File: config.mk
export PLATFORM = sky130hd
export DESIGN_NAME = credit_accum
export DESIGN_NICKNAME = d
export VERILOG_FILES = /design/src/rtl/vend_pkg.sv /design/src/rtl/coin_adder.sv /design/src/rtl/credit_accum.sv
export SDC_FILE = /design/constraint.sdc
export NUM_CORES = 1
export LEC_CHECK = 0
export BUFFER_PORTS_ARGS = -buffer_cell sky130_fd_sc_hd__buf_2
export CAP_MARGIN = 0
export CORE_MARGIN = 2
export CORE_UTILIZATION = 63
export CTS_BUF_LIST = sky130_fd_sc_hd__clkbuf_8
export DETAILED_ROUTE_END_ITERATION = 12
export PLACE_DENSITY_LB_ADDON = 0.2
export SETUP_SLACK_MARGIN = 0.5
export SYNTH_ARGS = -nofsm -noshare
export SYNTH_HDL_FRONTEND = slang
export SYNTH_SLANG_ARGS = --single-unit
File: constraint.sdc
create_clock -name clk -period 14.9 [get_ports clk]
set_clock_uncertainty 0.15 [all_clocks]
set_input_delay 0.745 -clock clk [delete_from_list [all_inputs] [get_ports clk]]
set_output_delay 0.745 -clock clk [all_outputs]
set_load 0.02 [all_outputs]
File: src/rtl/vend_pkg.sv
`default_nettype none
// ============================================================================
// vend_pkg : shared types and default constants for the vending credit path
// Rev 1.0
// ============================================================================
package vend_pkg;

  localparam int CENTS_W        = 7;
  localparam int DEF_NUM_COIN   = 3;
  localparam int DEF_MAX_CREDIT = 100;
  // Index i is the value of coin_pulse[i]: bit 0 = 5c, bit 1 = 10c, bit 2 = 25c.
  localparam int DEF_COIN_VAL [DEF_NUM_COIN-1:0] = '{25, 10, 5};

  typedef enum logic [1:0] {
    IDLE     = 2'd0,
    VEND     = 2'd1,
    REFUND   = 2'd2,
    WAIT_REL = 2'd3
  } credit_state_t;

endpackage
`default_nettype wire

File: src/rtl/coin_adder.sv
`default_nettype none
// ============================================================================
// coin_adder : combinational sum of the values of all pulsed coin channels
// Rev 1.0
// ============================================================================
module coin_adder
  import vend_pkg::*;
#(
  parameter int NUM_COIN = DEF_NUM_COIN,
  parameter int OUT_W    = CENTS_W + 2,
  parameter int COIN_VAL [NUM_COIN-1:0] = DEF_COIN_VAL
) (
  input  logic [NUM_COIN-1:0] coin_pulse,
  output logic [OUT_W-1:0]    coin_in
);

  always_comb begin
    coin_in = '0;
    for (int i = 0; i < NUM_COIN; i++) begin
      if (coin_pulse[i]) begin
        coin_in = coin_in + OUT_W'(COIN_VAL[i]);
      end
    end
  end

endmodule
`default_nettype wire

File: src/rtl/credit_accum.sv
`default_nettype none
// ============================================================================
// credit_accum : registered coin-credit accumulator with buy/refund handshake
// Rev 1.0
// ============================================================================
module credit_accum
  import vend_pkg::*;
#(
  parameter int NUM_COIN   = DEF_NUM_COIN,
  parameter int CREDIT_W   = CENTS_W,
  parameter int COIN_VAL [NUM_COIN-1:0] = DEF_COIN_VAL,
  parameter int MAX_CREDIT = DEF_MAX_CREDIT
) (
  input  logic                clk,
  input  logic                reset,
  input  logic [NUM_COIN-1:0] coin_pulse,
  input  logic                buy_req,
  input  logic [CREDIT_W-1:0] price,
  input  logic                refund_req,
  output logic                buy_ack,
  output logic                buy_ok,
  output logic                change_valid,
  output logic [CREDIT_W-1:0] change_amt,
  output logic                coin_reject,
  output logic [CREDIT_W-1:0] credit
);

  localparam int SUM_W = CREDIT_W + 2;
  localparam logic [SUM_W-1:0] MAX_S = SUM_W'(MAX_CREDIT);

  logic [SUM_W-1:0] coin_in;

  coin_adder #(
    .NUM_COIN (NUM_COIN),
    .OUT_W    (SUM_W),
    .COIN_VAL (COIN_VAL)
  ) u_coin_adder (
    .coin_pulse (coin_pulse),
    .coin_in    (coin_in)
  );

  credit_state_t     state_q, state_d;
  logic [CREDIT_W-1:0] price_q, price_d;
  logic [CREDIT_W-1:0] credit_q, credit_d;
  logic [CREDIT_W-1:0] change_amt_q, change_amt_d;
  logic              buy_ack_q, buy_ack_d;
  logic              buy_ok_q, buy_ok_d;
  logic              change_valid_q, change_valid_d;
  logic              coin_reject_q, coin_reject_d;
  logic [SUM_W-1:0]  base;
  logic [SUM_W-1:0]  total;

  always_comb begin
    state_d        = state_q;
    price_d        = price_q;
    credit_d       = credit_q;
    change_amt_d   = '0;
    buy_ack_d      = 1'b0;
    buy_ok_d       = 1'b0;
    change_valid_d = 1'b0;
    coin_reject_d  = 1'b0;
    base           = SUM_W'(credit_q);

    case (state_q)
      IDLE: begin
        if (buy_req) begin
          price_d = price;
          state_d = VEND;
        end else if (refund_req) begin
          state_d = REFUND;
        end
      end
      VEND: begin
        buy_ack_d = 1'b1;
        if (credit_q >= price_q) begin
          buy_ok_d = 1'b1;
          base     = SUM_W'(credit_q) - SUM_W'(price_q);
        end
        state_d = WAIT_REL;
      end
      REFUND: begin
        change_valid_d = 1'b1;
        state_d        = WAIT_REL;
      end
      WAIT_REL: begin
        if (!buy_req && !refund_req) begin
          state_d = IDLE;
        end
      end
      default: state_d = IDLE;
    endcase

    // Coins are checked against the post-action base; a refund pays them out unsaturated.
    total = base + coin_in;
    if (state_q == REFUND) begin
      credit_d     = '0;
      change_amt_d = total[CREDIT_W-1:0];
    end else if (total <= MAX_S) begin
      credit_d = total[CREDIT_W-1:0];
    end else begin
      credit_d      = base[CREDIT_W-1:0];
      coin_reject_d = 1'b1;
    end
  end

  always_ff @(posedge clk or negedge reset) begin
    if (!reset) begin
      state_q        <= IDLE;
      price_q        <= '0;
      credit_q       <= '0;
      change_amt_q   <= '0;
      buy_ack_q      <= 1'b0;
      buy_ok_q       <= 1'b0;
      change_valid_q <= 1'b0;
      coin_reject_q  <= 1'b0;
    end else begin
      state_q        <= state_d;
      price_q        <= price_d;
      credit_q       <= credit_d;
      change_amt_q   <= change_amt_d;
      buy_ack_q      <= buy_ack_d;
      buy_ok_q       <= buy_ok_d;
      change_valid_q <= change_valid_d;
      coin_reject_q  <= coin_reject_d;
    end
  end

  assign buy_ack      = buy_ack_q;
  assign buy_ok       = buy_ok_q;
  assign change_valid = change_valid_q;
  assign change_amt   = change_amt_q;
  assign coin_reject  = coin_reject_q;
  assign credit       = credit_q;

endmodule
`default_nettype wire

---- After elaboration in Yosys (flattened, before gate mapping) ----
Cells that the tools add are included.
operators by class
  reduce and logical (&&, ||, !) cells .... 7
  div/mod/pow operators ................... 0
  bitwise logic cells ..................... 0
  shift-type cells ........................ 0
  $mul .................................... 0
  order comparisons ....................... 2
  $add $sub $neg .......................... 4
  mux-type cells .......................... 18
  eq/ne operators ......................... 5
operator list
  kind                 count
  $mux 9               4
  $mux 7               3
  $add 9x5->9 const B  1
  $add 9x9->9          1
  $le 9x7->1 const B   1
  $sub 7x7->8          1
  $ge 7x7->1           1
  $mux 1               6
  $mux 2               3
  $pmux 2 s3           1
  $add 3x4->5 const B  1
  $eq 2x2->1 const B   2
  $reduce_and 2->1     2
  $mux 3               1
  $ne 3x3->1 const B   1
  $eq 2x1->1 const B   1
  $logic_not 1->1      2
  $logic_not 2->1      1
  $ne 2x2->1 const B   1
  $reduce_or 2->1      1
  $logic_and 1x1->1    1
word-level totals
  bits in read-only memories .............. 0
  bits in registers ....................... 27
  memory bits (writable) .................. 0
  word-level logic and storage cells ...... 44
  latch bits .............................. 0
  output and inout port bits .............. 18
  input port bits ......................... 14
  memories kept ........................... 0

---- Logic depth before layout (Yosys ltp) ----
Gate-level depths: netlist of the first run.
  depth in word-level cells ............... 9
  depth in mapped cells ................... 20
  mapped depth without buffers ............ 19

---- Hierarchy ----
Synthesis of the first run repeated with hierarchy kept, for this count alone.
second synthesis, totals
  cell total of the unflattened synthesis .. 209
  area total of the unflattened synthesis .. 2,013.2 sq um
by module, submodules not included
  module        area an instance (sq um)  times used  seq. area each (sq um)  cells each
  credit_accum  1,883.1                   1           675.6                   190
  coin_adder    130.1                     1           0.0                     19

---- Worst setup path before layout of the first run ----
Ideal clock, no wire load.
  path type ............................... register to register
  start point ............................. register credit_q[0] (netlist: credit[0])
  end point ............................... register credit_q[1] (netlist: credit[1])
  data arrival time ....................... 4,602 ps
  required time ........................... 14,625 ps
  clock period less this slack ............ 4,877 ps
  setup time .............................. 125 ps
  path slack .............................. 10,023 ps
  stages on the path, launching flop included .. 21
  buffers on the path ..................... 1
  cells stage by stage .................... dfrtp_1 -> inv_1 -> ha_1 -> inv_1 -> fa_1 -> a211oi_2 -> o21ai_1 -> a21oi_2 -> clkbuf_1 -> nand2_1 -> o21ai_0 -> ha_1 -> inv_1 -> fa_1 -> nand2b_1 -> o2bb2ai_1 -> a21o_1 -> o311ai_0 -> a21oi_1 -> a221oi_4 -> mux2_4
on the way
  word-level cells in the longest chain between the ends .. 7
  elaborated cells between the ends (all ways) .. 8
ends and longest elaborated chain
  item                                       line                                    RTL
  from (decl)                                credit_accum.sv:44                      logic [CREDIT_W-1:0] credit_q, credit_d;
  from (signal assigned)                     credit_accum.sv:119                     credit_q <= credit_d;
  $sub 7x7->8 or $ge 7x7->1 (tied branches)  credit_accum.sv:77, credit_accum.sv:75
  $mux 9                                     credit_accum.sv:75                      if (credit_q >= price_q) begin
  $mux 9 *                                   credit_accum.sv:64                      case (state_q)
  $add 9x9->9                                credit_accum.sv:94                      total = base + coin_in;
  $le 9x7->1                                 credit_accum.sv:98                      end else if (total <= MAX_S) begin
  $mux 7 *                                   credit_accum.sv:98
  $mux 7 *                                   credit_accum.sv:95                      if (state_q == REFUND) begin
  via credit_d[1]                            credit_accum.sv:44
The timed path passes the listed nets; every way through them passes the cells marked *.
A chain may end at the register's enable or synchronous reset.

---- Final worst setup path of the first run ----
Ends and elaborated chain as after synthesis.

==> run summary, run 1 <==
status = completed
CTS HTree Levels = 1
die height = 60.57 um
I/O Buffers = 31
Yosys warnings = 0
Post-Syn Area per Cell = 9.553 um^2
DRT iter0 DRCs = 72
WP data arrival = 5.13 ns
dominant synthesized flop cell = dfrtp_1
mux share of post-synthesis cell area = 8.876%
post-DR wirelength/cell = 13.91 um
RSZ-0062 raised after global routing = no
TritonRoute pass-1 iters = 4
Worst Max-Slew Pin Slew = 0.6020 ns
top cells by area, synth = dfrtp_1, ha_1, mux2_2, inv_1, nand2b_1
min Tclk post-route = 5.112 ns
Max FO, Critical Path = 13
fmax = 195.6 MHz
# hold bufs at CTS = 0
count of different cell masters after synthesis = 46
clk_lat worst skew = 0.28 ns
Post-Route Utilization = 73.81%
DR vias = 1,584
commonest cells in the synthesized netlist = dfrtp_1, ha_1, inv_1, nor2_1, nand2_1
post-synth top area share = 33.52%
Synth Area in Adders = 15.02%
largest net degree at the start of global routing = 28
Area growth syn-to-layout = 11.79%
Initial Util = 66.02%
slew margin rel. = 59.87%
first-pass GRT wire length = 6492 um
largest family of logic cells by synthesized area = compound AO/OA/AOI/OAI gates
CTS Root Cell = clkbuf_8
Worst Hold Class = in -> async
top cell type by total area after synthesis = dfrtp_1
max-slew violation count = 0
Post-synth EDFFs = 0
hpwl dp = 3154 um
r2r setup slk = 9.79 ns
synthesized area = 0.002016 mm^2
# diodes = 0
Setup Buffers After CTS = 0
Fin Setup TNS = 0 ns
# setup viols final = 0
CTS tree = built
Net Count, Synth = 248
cell with the most instances after synthesis = dfrtp_1
vias in the first global route = 1,482
WL final = 3963 um
Antenna Nets Post-Route = 0
endpoints failing hold = 0
CP Launch Type = flop
Remaining DRCs = 0
CTS Buffer Depth = 2
Chip Width = 60.57 um
CTS resizes = 0
via-per-instance ratio = 5.558
sequential area share after synthesis = 33.52%
CP endpoint kind = flop
simple-gate area share of the yosys netlist = 16.45%
area of the die = 0.003668 mm^2
core area = 0.003053 mm^2
hold slack = 0.3177 ns
number of max-cap violations = 0
GRT Total Usage = 23.53%
Post-synth ARST share = 100.0%
Worst-path clk slew = 0.09 ns
Critical Path RT = 14.91 ns
XOR/XNOR share of the synthesized area = 2.980%
layout cell share with drive strength beyond 1 = 20.75%
GP Congestion = 0.8745
#FFs+latches synth = 27
Final #Nets = 279
period utilization = 34.31%
post-synthesis compound-gate area fraction = 18.50%
Num CTS Buffers = 3
Cells after DPL = 281
initial antenna violation count = 0
Num Clock Sinks = 27
FILL cells = 259
Cells after Synth = 211
row count = 20
Ports = 32
gr ovfl total = 0
non-filler instance count after layout = 285
Setup CP Type = reg -> reg
flip-flops by register name, indices dropped and copies added (netlist names):
signal	cells
credit	7
price_q	7
buy_ok	1
state_q	2
change_valid	1
change_amt	7
coin_reject	1
buy_ack	1
cell families after synthesis:
kind of cell             after synthesis
AO/OA/AOI/OAI                         50
XOR/XNOR                               6
adder cells (fa/ha/maj)               23
buffers and inverters                 25
flip-flops                            27
multiplexers                          16
AND/OR/NAND/NOR                       64
routing by layer:
| layer | global-route usage, % | wire [um] | share of wire (%) |
|---|---|---|---|
| met2 | 41.94 | 1999 | 50 |
| met1 | 29.91 | 1840 | 46 |
| met4 | 3.727 | 0 | 0 |
| met5 | 0 | 0 | 0 |
| met3 | 4.904 | 123 | 3.1 |
metrics by stage:
| stage | setup slack (ns) | cell area, um^2 |
|---|---|---|
| 2_1_floorplan | 10.02 | 2016 |
| 3_3_place_gp | 9.979 | 2207 |
| 3_5_place_dp | 9.844 | 2207 |
| 4_1_cts | 9.802 | 2253 |
| 5_1_grt | 9.394 | 2253 |
| 6_report | 9.788 | 2253 |
layout make-up:
type	instances	area, um^2	share of cell area, %
clock inverters	1	5.005	0.2221
clock buffers	3	41.29	1.832
flip-flops and latches	27	675.6	29.98
well taps	44	55.05	2.443
inverters	20	75.07	3.331
repair buffers	31	155.1	6.885
multi-input cells	159	1246	55.30
layout by cell type (no fill, tap or decap), drive strengths merged, types with 2 or more instances in the layout:
cell type / n
a211oi: 3
a21o: 2
a21oi: 11
a31oi: 2
and2: 7
buf: 31
clkbuf: 3
dfrtp: 27
fa: 2
ha: 21
inv: 20
mux2: 9
mux2i: 7
nand2: 13
nand2b: 12
nor2: 18
nor2b: 3
nor3: 3
nor3b: 2
o211ai: 2
o21a: 7
o21ai: 8
o31a: 2
o31ai: 3
xnor2: 5
critical path: stages (launching register included):
cell and delay, ns:
dfrtp_1 0.39, inv_1 0.06, ha_1 0.16, inv_1 0.06, fa_1 0.41, a211oi_2 0.32, o21ai_1 0.16, a21oi_2 0.48
nand2_1 0.09, o21ai_0 0.12, ha_1 0.23, inv_1 0.06, fa_1 0.52, nand2b_1 0.09, o2bb2ai_1 0.14, a21o_1 0.17
o311ai_0 0.30, a21oi_1 0.18, a221oi_4 0.56, mux2_4 0.34
worst paths after layout:
| path | from | end | cells past startpoint |
|---|---|---|---|
| setup / recovery | credit[0]$_DFF_PN0_ | credit[1]$_DFF_PN0_ | 19 |
| hold / removal | reset | credit[1]$_DFF_PN0_ | 1 |
| setup reg to reg | credit[0]$_DFF_PN0_ | credit[1]$_DFF_PN0_ | 19 |
| hold reg to reg | price_q[2]$_DFFE_PN0P_ | price_q[2]$_DFFE_PN0P_ | 1 |
| max in group asynchronous | reset | price_q[3]$_DFFE_PN0P_ | 1 |
| min in group clk | price_q[2]$_DFFE_PN0P_ | price_q[2]$_DFFE_PN0P_ | 1 |
Power of run 1 is not shown: default switching activity piles up to over one toggle a cycle in this logic, so the estimate is an artifact.
==> inputs of run 2 (changes only) <==
- CORE_UTILIZATION: 63 -> 53
- clock period: 14.9 -> 4.38 ns (I/O delays scaled with it)
==> run 2 against run 1 <==
  * Register-to-register slack lost 9.7 ns
  * Clock-buffer cell count unchanged
  * Largest cell class unchanged
  * Cell count up 8.1%
  * Worst hold slack got worse by 0.30 ns
  * Critical endpoint is now credit[2]$_DFF_PN0_
==> run summary, run 2 (same netlist as run 1, synthesis figures left out) <==
Remaining DRCs = 0
# diodes = 0
Worst path max stage delay = 0.51 ns
crit-path leading delay family = compound AO/OA/AOI/OAI gates
Initial Util = 55.06%
Final #Nets = 298
largest net degree at the start of global routing = 28
Fin Setup TNS = 0 ns
DRT iter0 DRCs = 86
Num Clock Sinks = 27
via-per-instance ratio = 5.377
Hold Path Stages = 2
core area = 0.003661 mm^2
Setup CP Type = reg -> reg
vias in the first global route = 1,663
Area growth syn-to-layout = 24.58%
hold slack = 0.01859 ns
commonest non-fill, non-tap cell in the layout = buf_2
Critical Path RT = 4.43 ns
clk_lat worst skew = 0.27 ns
Worst-path clk slew = 0.09 ns
GRT Total Usage = 22.47%
CP max-delay cell = fa_1
WL final = 4252 um
initial antenna violation count = 0
Ports = 32
Num CTS Buffers = 3
CTS HTree Levels = 1
min Tclk post-route = 4.271 ns
first-pass GRT wire length = 7493 um
Cells after DPL = 291
Worst Max-Slew Pin Slew = 0.6140 ns
DR vias = 1,656
reg2reg path depth = 20
endpoints failing hold = 0
I/O Buffers = 31
most frequent cells in the layout = buf_2, dfrtp_1, ha_1
die height = 65.67 um
Max FO, Critical Path = 4
WP data arrival = 4.32 ns
post-DR wirelength/cell = 13.81 um
Worst Hold Class = in -> reg
slew margin rel. = 59.07%
row count = 22
status = completed
# setup viols final = 0
hpwl dp = 3207 um
max-slew violation count = 0
gr ovfl total = 0
RSZ-0062 raised after global routing = yes
WP buf/inv = 4
CTS tree = built
layout cell share with drive strength beyond 1 = 33.46%
fmax = 234.1 MHz
critical-path cell list = inv_2, ha_4, inv_2, fa_2, a211oi_4, o21ai_2, a21oi_2, nand2_2, o21ai_4, ha_2, inv_2, fa_1, nand2b_1, nor3b_2, a21o_1, o311ai_2, a21oi_2, a221oi_4, buf_6, mux2i_1
area of the die = 0.004313 mm^2
CTS Buffer Depth = 2
non-filler instance count after layout = 308
GP Congestion = 0.8215
period utilization = 97.51%
CP endpoint kind = flop
CP Launch Type = flop
Chip Width = 65.67 um
CTS Root Cell = clkbuf_8
Antenna Nets Post-Route = 0
TritonRoute pass-1 iters = 4
number of max-cap violations = 0
Most common cell on crit path = inv_2
Worst path depth = 20
==> run 2: per-layer routing <==
layer	GRT usage (%)	share of wire, %	vias to the layer above
li1	-	-	832
met1	28.54	45	783
met2	38.13	49	31
met3	4.966	3.8	10
met4	6.510	1.4	0
met5	0	0	-
==> run 2: path summary, 6_finish.rpt <==
check	start	end	slack (ns)
worst max-delay path	credit[0]$_DFF_PN0_	credit[2]$_DFF_PN0_	0.11
worst min-delay path	price[3]	price_q[3]$_DFFE_PN0P_	0.02
worst max register to register	credit[0]$_DFF_PN0_	credit[2]$_DFF_PN0_	0.11
worst min register to register	price_q[5]$_DFFE_PN0P_	price_q[5]$_DFFE_PN0P_	0.36
max in group asynchronous	reset	credit[0]$_DFF_PN0_	3.31
min in group asynchronous	reset	change_amt[4]$_DFF_PN0_	0.34
==> run 2: per-stage QoR <==
step / instance area (um^2) / util (%) / setup WS, ns
floorplan: 2085 / - / -0.1638
global placement: 2316 / 63.26 / 0.1204
detailed placement: 2316 / 63.26 / -0.06540
CTS: 2489 / 67.98 / 0.1677
global route: 2511 / 68.59 / -0.08576
finish: 2511 / 68.59 / 0.1089
==> run 2: timing repair <==
item | 4_1_cts | 5_1_grt
setup buffers | 10 | 2
hold buffers | 1 | 0
pin swaps | 7 | 0
hold endpoints to repair | 27 | 0
gates cloned | 0 | 0
gates resized for setup | 9 | 2
endpoints found under the setup margin | 8 | 9
==> run 2: area by class of cell <==
type,count,area (um^2)
Clock buffer,3,41.29
Clock inverter,1,5.005
Fill cell,277,1150
Inverter,20,75.07
Multi-Input combinational cell,159,1341
Sequential cell,27,676.9
Tap cell,48,60.06
Timing Repair Buffer,50,311.5
Power of run 2 is left out for the same reason.
==> inputs of run 3 (changes only) <==
- CORE_UTILIZATION: 53 -> 59
- clock period: 4.38 -> 4.2 ns (I/O delays scaled with it)
==> run 3 against run 2 <==
  * The run now ends with negative setup slack left
  * Die area down 9.6%
  * Global-route usage up 0.40 points
  * Core utilization up 10 points
  * First-iteration DRC count up 49%
  * Cell area up 3.7%
  * Non-clock buffer count up 6
  * Maximum frequency up 1.3%
  * Via count up 3.7%
  * Worst hold slack worse by 0.012 ns
==> run summary, run 3 (same netlist as run 1, synthesis figures left out) <==
post-DR wirelength/cell = 14.43 um
critical-path cell list = inv_2, ha_4, inv_2, fa_2, a211oi_4, o21ai_2, a21oi_4, nand2_2, o21ai_4, ha_4, inv_2, fa_2, nand2b_4, nor3b_4, a21o_1, o311ai_2, a21oi_2, a221oi_4, mux2_4
max-slew violation count = 0
WP data arrival = 4.24 ns
origin of the critical flop-to-flop path = credit[0]$_DFF_PN0_
initial antenna violation count = 0
Worst Max-Slew Pin Slew = 0.5819 ns
Chip Width = 62.45 um
CP max-delay cell = fa_2
hpwl dp = 3246 um
core area = 0.003311 mm^2
Worst path max stage delay = 0.55 ns
via-per-instance ratio = 5.503
largest net degree at the start of global routing = 28
RSZ-0062 raised after global routing = yes
CP endpoint kind = flop
first-pass GRT wire length = 7217 um
Critical Path RT = 4.22 ns
CP Launch Type = flop
WP buf/inv = 3
Final #Nets = 304
non-filler instance count after layout = 312
row count = 21
# diodes = 0
TritonRoute pass-1 iters = 4
DR vias = 1,717
Setup CP Type = reg -> reg
endpoints failing hold = 0
Worst Hold Class = in -> reg
area of the die = 0.003900 mm^2
Num CTS Buffers = 3
I/O Buffers = 31
Num Clock Sinks = 27
failing checks = negative setup slack
most frequent cells in the layout = buf_2, dfrtp_1, buf_4
min-delay src = price[5]
CTS HTree Levels = 1
Remaining DRCs = 0
FILL cells = 234
slew margin rel. = 61.21%
min Tclk post-route = 4.217 ns
Ports = 32
period utilization = 100.4%
Antenna Nets Post-Route = 0
# setup viols final = 2
CTS Buffer Depth = 2
Area growth syn-to-layout = 29.24%
fmax = 237.1 MHz
GP Congestion = 0.8277
crit-path leading delay family = compound AO/OA/AOI/OAI gates
number of max-cap violations = 0
commonest non-fill, non-tap cell in the layout = buf_2
gr ovfl total = 0
final setup margin = -0.01682 ns
clk_lat worst skew = 0.28 ns
Max FO, Critical Path = 4
layout cell share with drive strength beyond 1 = 36.47%
die height = 62.45 um
CTS tree = built
DRT iter0 DRCs = 128
WL final = 4501 um
vias in the first global route = 1,619
Cells after DPL = 298
launch point of the worst path = credit[0]$_DFF_PN0_
Worst-path clk slew = 0.10 ns
Post-Route Utilization = 78.68%
CTS Root Cell = clkbuf_8
Initial Util = 60.88%
status = complete, but fails checks
GRT Total Usage = 22.87%
Most common cell on crit path = inv_2
[run 3: cell types whose count changed in the layout (fill, tap and decap cells not counted), moves of 2 or more]
cell / previous run / this run
ha_4: 1 / 3
a21oi_2: 3 / 1
a21oi_4: 0 / 2
buf_4: 15 / 22
[run 3: final cells by class]
| cell class | count | area, um^2 | area share, % |
|---|---|---|---|
| Inverter | 20 | 75.07 | 2.882 |
| Multi-Input combinational cell | 159 | 1394 | 53.51 |
| Sequential cell | 27 | 676.9 | 25.98 |
| Timing Repair Buffer | 56 | 352.8 | 13.54 |
| Tap cell | 46 | 57.56 | 2.209 |
| Clock buffer | 3 | 41.29 | 1.585 |
| Clock inverter | 1 | 7.507 | 0.2882 |
[run 3: metal layers]
metal  global-route usage (%)  share of wire (%)  routed length, um  up-vias
met3                    2.162                3.8                171        8
met2                    38.71                 50               2252       43
met4                    6.111                1.4                 61        0
met5                        0                  0                  0        -
met1                    31.64                 45               2015      818
li1                         -                  -                  -      848
[run 3: worst register-to-register path: stages (launching register included)]
cell and delay [ns]:
dfrtp_2 0.42, inv_2 0.07, ha_4 0.13, inv_2 0.03, fa_2 0.37, a211oi_4 0.24, o21ai_2 0.11, a21oi_4 0.19
nand2_2 0.09, o21ai_4 0.08, ha_4 0.16, inv_2 0.03, fa_2 0.56, nand2b_4 0.07, nor3b_4 0.15, a21o_1 0.17
o311ai_2 0.24, a21oi_2 0.13, a221oi_4 0.38, mux2_4 0.34
[run 3: repair_timing]
action | in CTS | in global routing
endpoints found under the hold margin | 27 | 0
buffers inserted | 4 | 5
endpoints found under the setup margin | 10 | 11
pin swaps | 7 | 4
gates resized for setup | 2 | 16
hold buffers | 1 | 0
[run 3: path summary, 6_finish.rpt]
kind                       depth (start not counted)  slack [ns]                      to
min in group asynchronous                          2        0.31        buy_ok$_DFF_PN0_
max                                               19       -0.02     credit[1]$_DFF_PN0_
min                                                2       0.006  price_q[5]$_DFFE_PN0P_
max reg2reg                                       19       -0.02     credit[1]$_DFF_PN0_
min reg2reg                                        1        0.37  price_q[4]$_DFFE_PN0P_
max in group asynchronous                          2        3.18     credit[0]$_DFF_PN0_
[run 3: through the flow]
step                      setup WS (ns)  hold WS [ns]  TNS [ns]  instance area [um^2]
after floorplan                 -0.3438       -0.2356    -1.381                  2085
after global placement         -0.02832       0.09129  -0.08461                  2381
after detailed placement        -0.1375       0.09917   -0.6656                  2381
after CTS                      -0.03157      0.003596   -0.1207                  2481
after global routing            -0.1909      0.003680    -1.085                  2605
final                          -0.01682      0.006325  -0.02028                  2605
Power of run 3 is left out for the same reason.
